### config.mk
export PLATFORM = sky130hd
export DESIGN_NAME = flowing_light_multi
export DESIGN_NICKNAME = d
export VERILOG_FILES = /design/src/rtl/flowing_light_multi.sv
export SDC_FILE = /design/constraint.sdc
export NUM_CORES = 1
export LEC_CHECK = 0
export BUFFER_PORTS_ARGS = -buffer_cell sky130_fd_sc_hd__buf_2
export CAP_MARGIN = 40
export CORE_ASPECT_RATIO = 0.9
export CORE_MARGIN = 2
export CORE_UTILIZATION = 40
export CTS_CLUSTER_SIZE = 25
export DETAILED_ROUTE_END_ITERATION = 8
export SLEW_MARGIN = 20
export SYNTH_ARGS = -nofsm -noshare
export SYNTH_HDL_FRONTEND = slang
export SYNTH_SLANG_ARGS = --single-unit
### constraint.sdc
create_clock -name clk -period 5.52 [get_ports clk]
set_input_delay 1.104 -clock clk [delete_from_list [all_inputs] [get_ports clk]]
set_output_delay 1.104 -clock clk [all_outputs]
set_load 0.005 [all_outputs]
### src/rtl/flowing_light_multi.sv
// rtl/flowing_light_multi.sv - multi-pattern flowing light with programmable step rate
// Four patterns (rotate right/left, bounce, bar fill), pause and four speeds; step/wrap for sync.
module flowing_light_multi #(
  parameter int N_LED    = 16,
  parameter int TICK_MAX = 100000000,
  parameter int CNT_W    = 28
) (
  input  logic             clk,
  input  logic             rst,
  input  logic             en,
  input  logic [1:0]       mode,
  input  logic [1:0]       speed,
  output logic [N_LED-1:0] led,
  output logic             step,
  output logic             wrap
);

  localparam logic [1:0] ROT_R  = 2'd0;
  localparam logic [1:0] ROT_L  = 2'd1;
  localparam logic [1:0] BOUNCE = 2'd2;
  localparam logic [1:0] BAR    = 2'd3;

  localparam logic [CNT_W-1:0] LIM_BASE = CNT_W'(TICK_MAX);
  localparam logic [N_LED-1:0] MSB_ONE  = {1'b1, {(N_LED-1){1'b0}}};
  localparam logic [N_LED-1:0] LSB_ONE  = {{(N_LED-1){1'b0}}, 1'b1};

  logic [CNT_W-1:0] r_cnt;
  logic [1:0]       r_mode_q;
  logic             r_dir_left;
  logic [N_LED-1:0] r_led;
  logic             r_step;
  logic             r_wrap;

  logic [CNT_W-1:0] w_lim;
  logic             w_mode_chg;
  logic [N_LED-1:0] w_seed;
  logic [N_LED-1:0] w_next;
  logic             w_next_wrap;
  logic             w_next_dir_left;

  assign w_lim      = LIM_BASE >> speed;
  assign w_mode_chg = (mode != r_mode_q);

  // Seed follows the incoming mode, since r_mode_q still holds the old one on the load edge.
  always_comb begin
    w_seed = MSB_ONE;
    case (mode)
      ROT_L:   w_seed = LSB_ONE;
      BAR:     w_seed = '0;
      default: w_seed = MSB_ONE;
    endcase
  end

  always_comb begin
    w_next          = r_led;
    w_next_wrap     = 1'b0;
    w_next_dir_left = r_dir_left;
    case (r_mode_q)
      ROT_R: begin
        w_next      = {r_led[0], r_led[N_LED-1:1]};
        w_next_wrap = r_led[0];
      end
      ROT_L: begin
        w_next      = {r_led[N_LED-2:0], r_led[N_LED-1]};
        w_next_wrap = r_led[N_LED-1];
      end
      BOUNCE: begin
        // Direction flips on the step that lands on an endpoint, so each endpoint shows once.
        if (!r_dir_left) begin
          w_next          = r_led >> 1;
          w_next_dir_left = r_led[1];
        end else begin
          w_next          = r_led << 1;
          w_next_dir_left = !r_led[N_LED-2];
          w_next_wrap     = r_led[N_LED-2];
        end
      end
      default: begin
        if (&r_led) begin
          w_next      = '0;
          w_next_wrap = 1'b1;
        end else begin
          w_next = {1'b1, r_led[N_LED-1:1]};
        end
      end
    endcase
  end

  always_ff @(posedge clk or negedge rst) begin
    if (!rst) begin
      r_cnt      <= '0;
      r_mode_q   <= ROT_R;
      r_dir_left <= 1'b0;
      r_led      <= MSB_ONE;
      r_step     <= 1'b0;
      r_wrap     <= 1'b0;
    end else begin
      r_mode_q <= mode;
      r_step   <= 1'b0;
      r_wrap   <= 1'b0;
      if (w_mode_chg) begin
        r_led      <= w_seed;
        r_cnt      <= '0;
        r_dir_left <= 1'b0;
      end else if (en) begin
        if (r_cnt > w_lim) begin
          r_cnt <= '0;
        end else if (r_cnt == w_lim) begin
          r_cnt      <= '0;
          r_led      <= w_next;
          r_dir_left <= w_next_dir_left;
          r_step     <= 1'b1;
          r_wrap     <= w_next_wrap;
        end else begin
          r_cnt <= r_cnt + CNT_W'(1);
        end
      end
    end
  end

  assign led  = r_led;
  assign step = r_step;
  assign wrap = r_wrap;

endmodule
==> run_results.csv, run 1 <==
group,metric,value,unit
global_route,grt_pass1_vias,2551,
global_route,grt_max_degree,50,
timing,rsz0062_at_grt,"no",
synth,ys_seq_area_frac,0.378,
route,post_drt_wl_per_cell,17.2,microns
layout,synthToLayoutAreaGrowth,8.79,%
setup_path,critPathArrivalTime,3.82,ns
synth,synth-xor-area-share,0.0393,
cts,clock_insertion_delay_worst_skew,0.30,ns
die,io_pins,25,
timing,worstMarginPinSlew,0.840,ns
route,final_antenna_net_count,0,
timing,timing.hold.ws,0.548,ns
synth,synth_cells,353,
global_route,grt_pass1_wl,13400,microns
cts,root_buffer,"clkbuf_8",
setup_path,startpoint_type,"input port",
synth,yosys.cell_count.top_type,"dfrtp_1",
cts,clockBufferDepth,2,
die,dieArea,8850,sq um
layout,fill_cells,789,
timing,maxSlewViolCount,0,
route,drt_iter0_drc,210,
power_and_ir_drop,power.total,0.000747,W
synth,synth_warnings,0,
synth,synth_compound_area_frac,0.222,
synth,syn-num-nets,376,
power_and_ir_drop,p_per_area,211,nW/um^2
layout,layout-drive-gt1-share,0.139,
route,drcViolationCount,0,
synth,synth-simple-area-share,0.230,
route,routed_via_density,5.88,
setup_path,cp_max_fo,32,
die,start_util,0.408,
timing,slew_headroom,0.438,
timing,finalSetupTns,0,ns
synth,synthAdderAreaFrac,0.0617,
synth,synthMuxAreaShare,0.0158,
global_route,gr-total-overflow,0,
synth,synth_edf_count,0,
timing,fmax,277,MHz
cts,numCtsBuffers,5,
setup_path,end_kind,"flip-flop",
layout,nets,395,
synth,synth_seq_cells,49,
synth,netlist.area_leader.share,0.370,
run_status,status,"finished clean",
layout,seqCellArea,1230,sq um
placed_design,io_buffers,24,
synth,ys_top_cells_by_count,"dfrtp_1, nand2_1, nor2_1, nand3_1",
cts,post_cts_buffers,0,
timing,hold_viol,0,
worst_hold_path,hold_path.class,"reg -> reg",
global_route,track_usage,0.189,
power_and_ir_drop,irDropWorstVdd,0.110,mV
synth,avgSynthCellArea,9.20,sq um
global_route,antenna_found_initial,0,
die,num_rows,31,
synth,synth_cell_types,64,
placed_design,gp_congestion,0.943,
timing,finalSetupViolations,0,
timing,post-route-min-period,3.61,ns
cts,clk_pin_slew,0.09,ns
layout,antenna_cells,0,
route,drt_first_pass_iters,5,
timing,period_share,0.654,
cts,cts_tree,"done",
synth,netlist_area,3250,sq um
die,core,7950,sq um
setup_path,path_class,"in -> reg",
route,num_vias,2776,
job,maxCapViolations,0,
synth,async_flop_share,1.00,
cts,cts_sinks,49,
cts,holdBufCountCts,0,
cts,cts.repair.resized,0,
synth,synth_top_family_by_area,"simple AND/OR/NAND/NOR gates",
synth,yosysTopAreaCell,"dfrtp_1",
power_and_ir_drop,power_leakage,1.59,nW
setup_path,cp.required,5.73,ns
die,dieHeight,89.5,microns
layout,multi_input_area,1850,sq um
timing,finClkSkew,0.0137,ns
die,chipWidth,99.0,microns
cts,htree_levels,2,
placed_design,hpwl,5790,microns
route,finalWirelength,8130,microns
synth,ys_top_cells_by_area,"dfrtp_1, ha_1, nand2_1",
synth,synthFlopType,"dfrtp_1",
==> cells by family (layout without fill, tap and decap cells) <==
| logic type | Yosys count | count (layout) |
|---|---|---|
| AO/OA/AOI/OAI | 96 | 96 |
| buffers and inverters | 34 | 54 |
| flip-flops | 49 | 49 |
| adder cells (fa/ha/maj) | 16 | 16 |
| XOR/XNOR | 12 | 12 |
| AND/OR/NAND/NOR | 141 | 141 |
| multiplexers | 5 | 5 |
==> flip-flops by register name, summed over array words and instances (netlist names) <==
name        count
r_mode_q        2
wrap            1
led            16
r_cnt          28
r_dir_left      1
step            1
==> per-layer routing <==
metal  up-vias  wire (microns)  track usage
li1       1361               -            -
met1      1340            4230        0.294
met2        70            3530        0.278
met3         5             323       0.0258
met4         0              57       0.0411
met5         -               0            0
==> layout by cell type, fill, tap and decap left out, drive strengths merged, types with 4 or more instances in the layout <==
cell and count:
and4 4, nand3b 4, nor3 5, nand4 8, a41oi 4, xor2 6
a22o 5, nor2 23, a22oi 14, o211ai 4, and3 11, nand3 22
clkbuf 8, o21a 4, dfrtp 48, buf 29, inv 16, o21ai 20
and2 9, xnor2 6, mux2i 4, nand2 40, ha 16, a31oi 13
==> worst max-delay path, cell delays in order <==
cell and delay (ns):
buf_2 0.26, inv_1 0.12, nor2_1 0.16, inv_1 0.08, ha_1 0.28, and4b_1 0.20
a41oi_1 0.28, o211ai_1 0.18, o41ai_4 0.29, buf_4 0.36, nand3_1 0.22, o31ai_2 0.26
==> path summary, 6_finish.rpt <==
path	start	end	slack [ns]	cells after the start
setup reg to reg	r_cnt[10]$_DFFE_PN0P_	r_cnt[4]$_DFFE_PN0P_	2.76	8
max in group asynchronous	rst	r_cnt[22]$_DFFE_PN0P_	4.19	2
hold reg to reg	r_cnt[26]$_DFFE_PN0P_	r_cnt[26]$_DFFE_PN0P_	0.55	1
min in group asynchronous	rst	r_cnt[11]$_DFFE_PN0P_	0.90	2
setup / recovery	speed[0]	r_cnt[25]$_DFFE_PN0P_	1.91	12
hold / removal	r_cnt[26]$_DFFE_PN0P_	r_cnt[26]$_DFFE_PN0P_	0.55	1
==> power breakdown <==
group	switching, W	internal, W	total [W]
combinational	0.0000678	0.0000332	0.000101
clock	0.000121	0.000148	0.000269
sequential	0.0000117	0.000366	0.000377
total	0.000200	0.000547	0.000747
==> cell type report <==
type	count	area share
Tap cell	99	0.0351
Timing Repair Buffer	30	0.0450
Sequential cell	49	0.348
Multi-Input combinational cell	270	0.522
Clock buffer	7	0.0244
Inverter	16	0.0170
Clock inverter	1	0.00850
==> per-stage QoR <==
| step | area [sq um] | util | worst slack [ns] | std cells |
|---|---|---|---|---|
| 2_1_floorplan | 3250 | - | 2.16 | 353 |
| 4_1_cts | 3530 | 0.444 | 1.96 | 471 |
| 3_5_place_dp | 3410 | 0.429 | 1.64 | 463 |
| 3_3_place_gp | 3410 | 0.428 | 1.68 | 462 |
| 5_1_grt | 3530 | 0.444 | 1.70 | 472 |
| 6_report | 3530 | 0.444 | 1.91 | 472 |
(Power assumes the default switching activity.)
==> run 2: changes to the inputs <==
==> constraint.sdc (replaced) <==
create_clock -name clk -period 3.2 [get_ports clk]
set_input_delay 0.64 -clock clk [delete_from_list [all_inputs] [get_ports clk]]
set_output_delay 0.64 -clock clk [all_outputs]
set_load 0.005 [all_outputs]
==> run_results.csv, run 2 (synthesis results as in run 1) <==
group,metric,value,unit
layout,finalInstanceArea,3610,sq um
layout,layout_commonest_cell,"dfrtp_1",
timing,finalSetupViolations,0,
cts,post_cts_buffers,0,
placed_design,dpl.cell_count,473,
timing,layout_setup_ws,0.261,ns
timing,period_share,0.918,
job,maxCapViolations,0,
route,finalWirelength,8210,microns
route,drt_first_pass_iters,4,
die,chipWidth,99.0,microns
layout,final_cell_mix,"dfrtp_1, nand2_1, buf_2",
setup_path,timing.critical_path.mode_cell,"buf_4",
route,drcViolationCount,0,
global_route,grt_pass1_wl,13500,microns
route,num_vias,2785,
route,post_drt_wl_per_cell,17.1,microns
cts,clockBufferDepth,2,
route,drt_iter0_drc,240,
power_and_ir_drop,irDropWorstVdd,0.213,mV
placed_design,io_buffers,24,
route,final_antenna_net_count,0,
cts,numCtsBuffers,5,
layout,synthToLayoutAreaGrowth,11.1,%
timing,fmax,340,MHz
cts,htree_levels,2,
timing,post-route-min-period,2.94,ns
global_route,grt_pass1_vias,2579,
cts,cts_tree,"done",
power_and_ir_drop,power_leakage,1.64,nW
layout,layout-drive-gt1-share,0.162,
layout,final_cells,481,
cts,cts.repair.resized,0,
placed_design,gp_congestion,0.878,
cts,root_buffer,"clkbuf_8",
timing,maxSlewViolCount,0,
timing,worstMarginPinSlew,0.802,ns
cts,clk_pin_slew,0.10,ns
layout,top_register,"r_cnt",
placed_design,hpwl,6040,microns
timing,slew_headroom,0.460,
cts,holdBufCountCts,0,
layout,final_util,0.454,
die,num_rows,31,
die,dieHeight,89.5,microns
setup_path,end_kind,"flip-flop",
global_route,antenna_found_initial,0,
layout,nets,404,
die,io_pins,25,
die,dieArea,8850,sq um
placed_design,place_ws,-0.0119,ns
power_and_ir_drop,power.total,0.00131,W
route,routed_via_density,5.79,
setup_path,cp_max_fo,10,
global_route,grt_max_degree,31,
timing,finClkSkew,0.0101,ns
worst_hold_path,hold_path.class,"in -> async",
global_route,gr-total-overflow,0,
setup_path,path_class,"in -> reg",
placed_design,postPlaceCellArea,3490,sq um
die,core,7950,sq um
setup_path,slowest_stage,"ha_1",
setup_path,cp.required,3.42,ns
run_status,status,"finished clean",
layout,antenna_cells,0,
setup_path,cp_slowest_stage_delay,0.32,ns
cts,clock_insertion_delay_worst_skew,0.30,ns
die,start_util,0.408,
power_and_ir_drop,p_per_area,364,nW/um^2
setup_path,critPathArrivalTime,3.16,ns
global_route,track_usage,0.190,
timing,rsz0062_at_grt,"no",
cts,cts_sinks,49,
setup_path,startpoint_type,"input port",
timing,hold_viol,0,
layout,largest_reg_flops,28,
setup_path,worstPathCellList,"buf_2 > nor2_1 > inv_1 > ha_1 > a211o_1 > a41oi_1 > o211ai_1 > o41ai_4 > buf_4 > buf_4 > nand2_1 > o21ai_0",
-- run 2: cell count changes in the layout (fill, tap and decap cells not counted), sizes merged --
cell	change
buf	+10
clkbuf	-1
-- run 2: worst paths after layout --
kind / startpoint / slack (ns) / cells after the start / to
setup / recovery: speed[0] / 0.26 / 12 / r_cnt[18]$_DFFE_PN0P_
hold / removal: rst / 0.37 / 1 / r_cnt[12]$_DFFE_PN0P_
setup reg to reg: r_cnt[26]$_DFFE_PN0P_ / 0.56 / 9 / r_cnt[18]$_DFFE_PN0P_
hold reg to reg: r_cnt[26]$_DFFE_PN0P_ / 0.53 / 1 / r_cnt[26]$_DFFE_PN0P_
max in group asynchronous: rst / 2.12 / 2 / led[15]$_DFFE_PN1P_
min in group clk: mode[1] / 0.51 / 1 / r_mode_q[1]$_DFF_PN0_
-- run 2: area by class of cell --
type                       instances  area [sq um]
fill                             766          4350
multi-input combinational        270          1850
sequential                        49          1230
timing repair buffer              39           233
tap                               99           124
clock buffer                       7          86.3
inverter                          16          60.1
clock inverter                     1          30.0
-- run 2: critical path, delay by kind of cell --
family          cells  cell delay (ns)
simple gates        2             0.27
compound gates      5             1.28
buf+inv             4             0.65
fa+ha+maj           1             0.32
-- run 2: routing by layer --
layer  track usage  vias up  share of wire
met1         0.293     1367           0.52
li1              -     1369              -
met2         0.283       44           0.44
met3        0.0297        5          0.042
met5             0        -              0
met4        0.0361        0         0.0050
-- run 2: report_power, final --
| part | total (W) | switching, W | leakage (nW) | internal [W] |
|---|---|---|---|---|
| sequential | 0.000651 | 0.0000204 | 0.675 | 0.000631 |
| clock | 0.000474 | 0.000219 | 0.0585 | 0.000255 |
| combinational | 0.000188 | 0.000118 | 0.909 | 0.0000703 |
| total | 0.00131 | 0.000357 | 1.64 | 0.000956 |
-- run 2: per-stage QoR --
stage	hold WS (ns)	TNS [ns]
2_1_floorplan	0.344	0
3_3_place_gp	0.514	0
3_5_place_dp	0.521	-0.0119
4_1_cts	0.396	0
5_1_grt	0.408	0
6_report	0.366	0
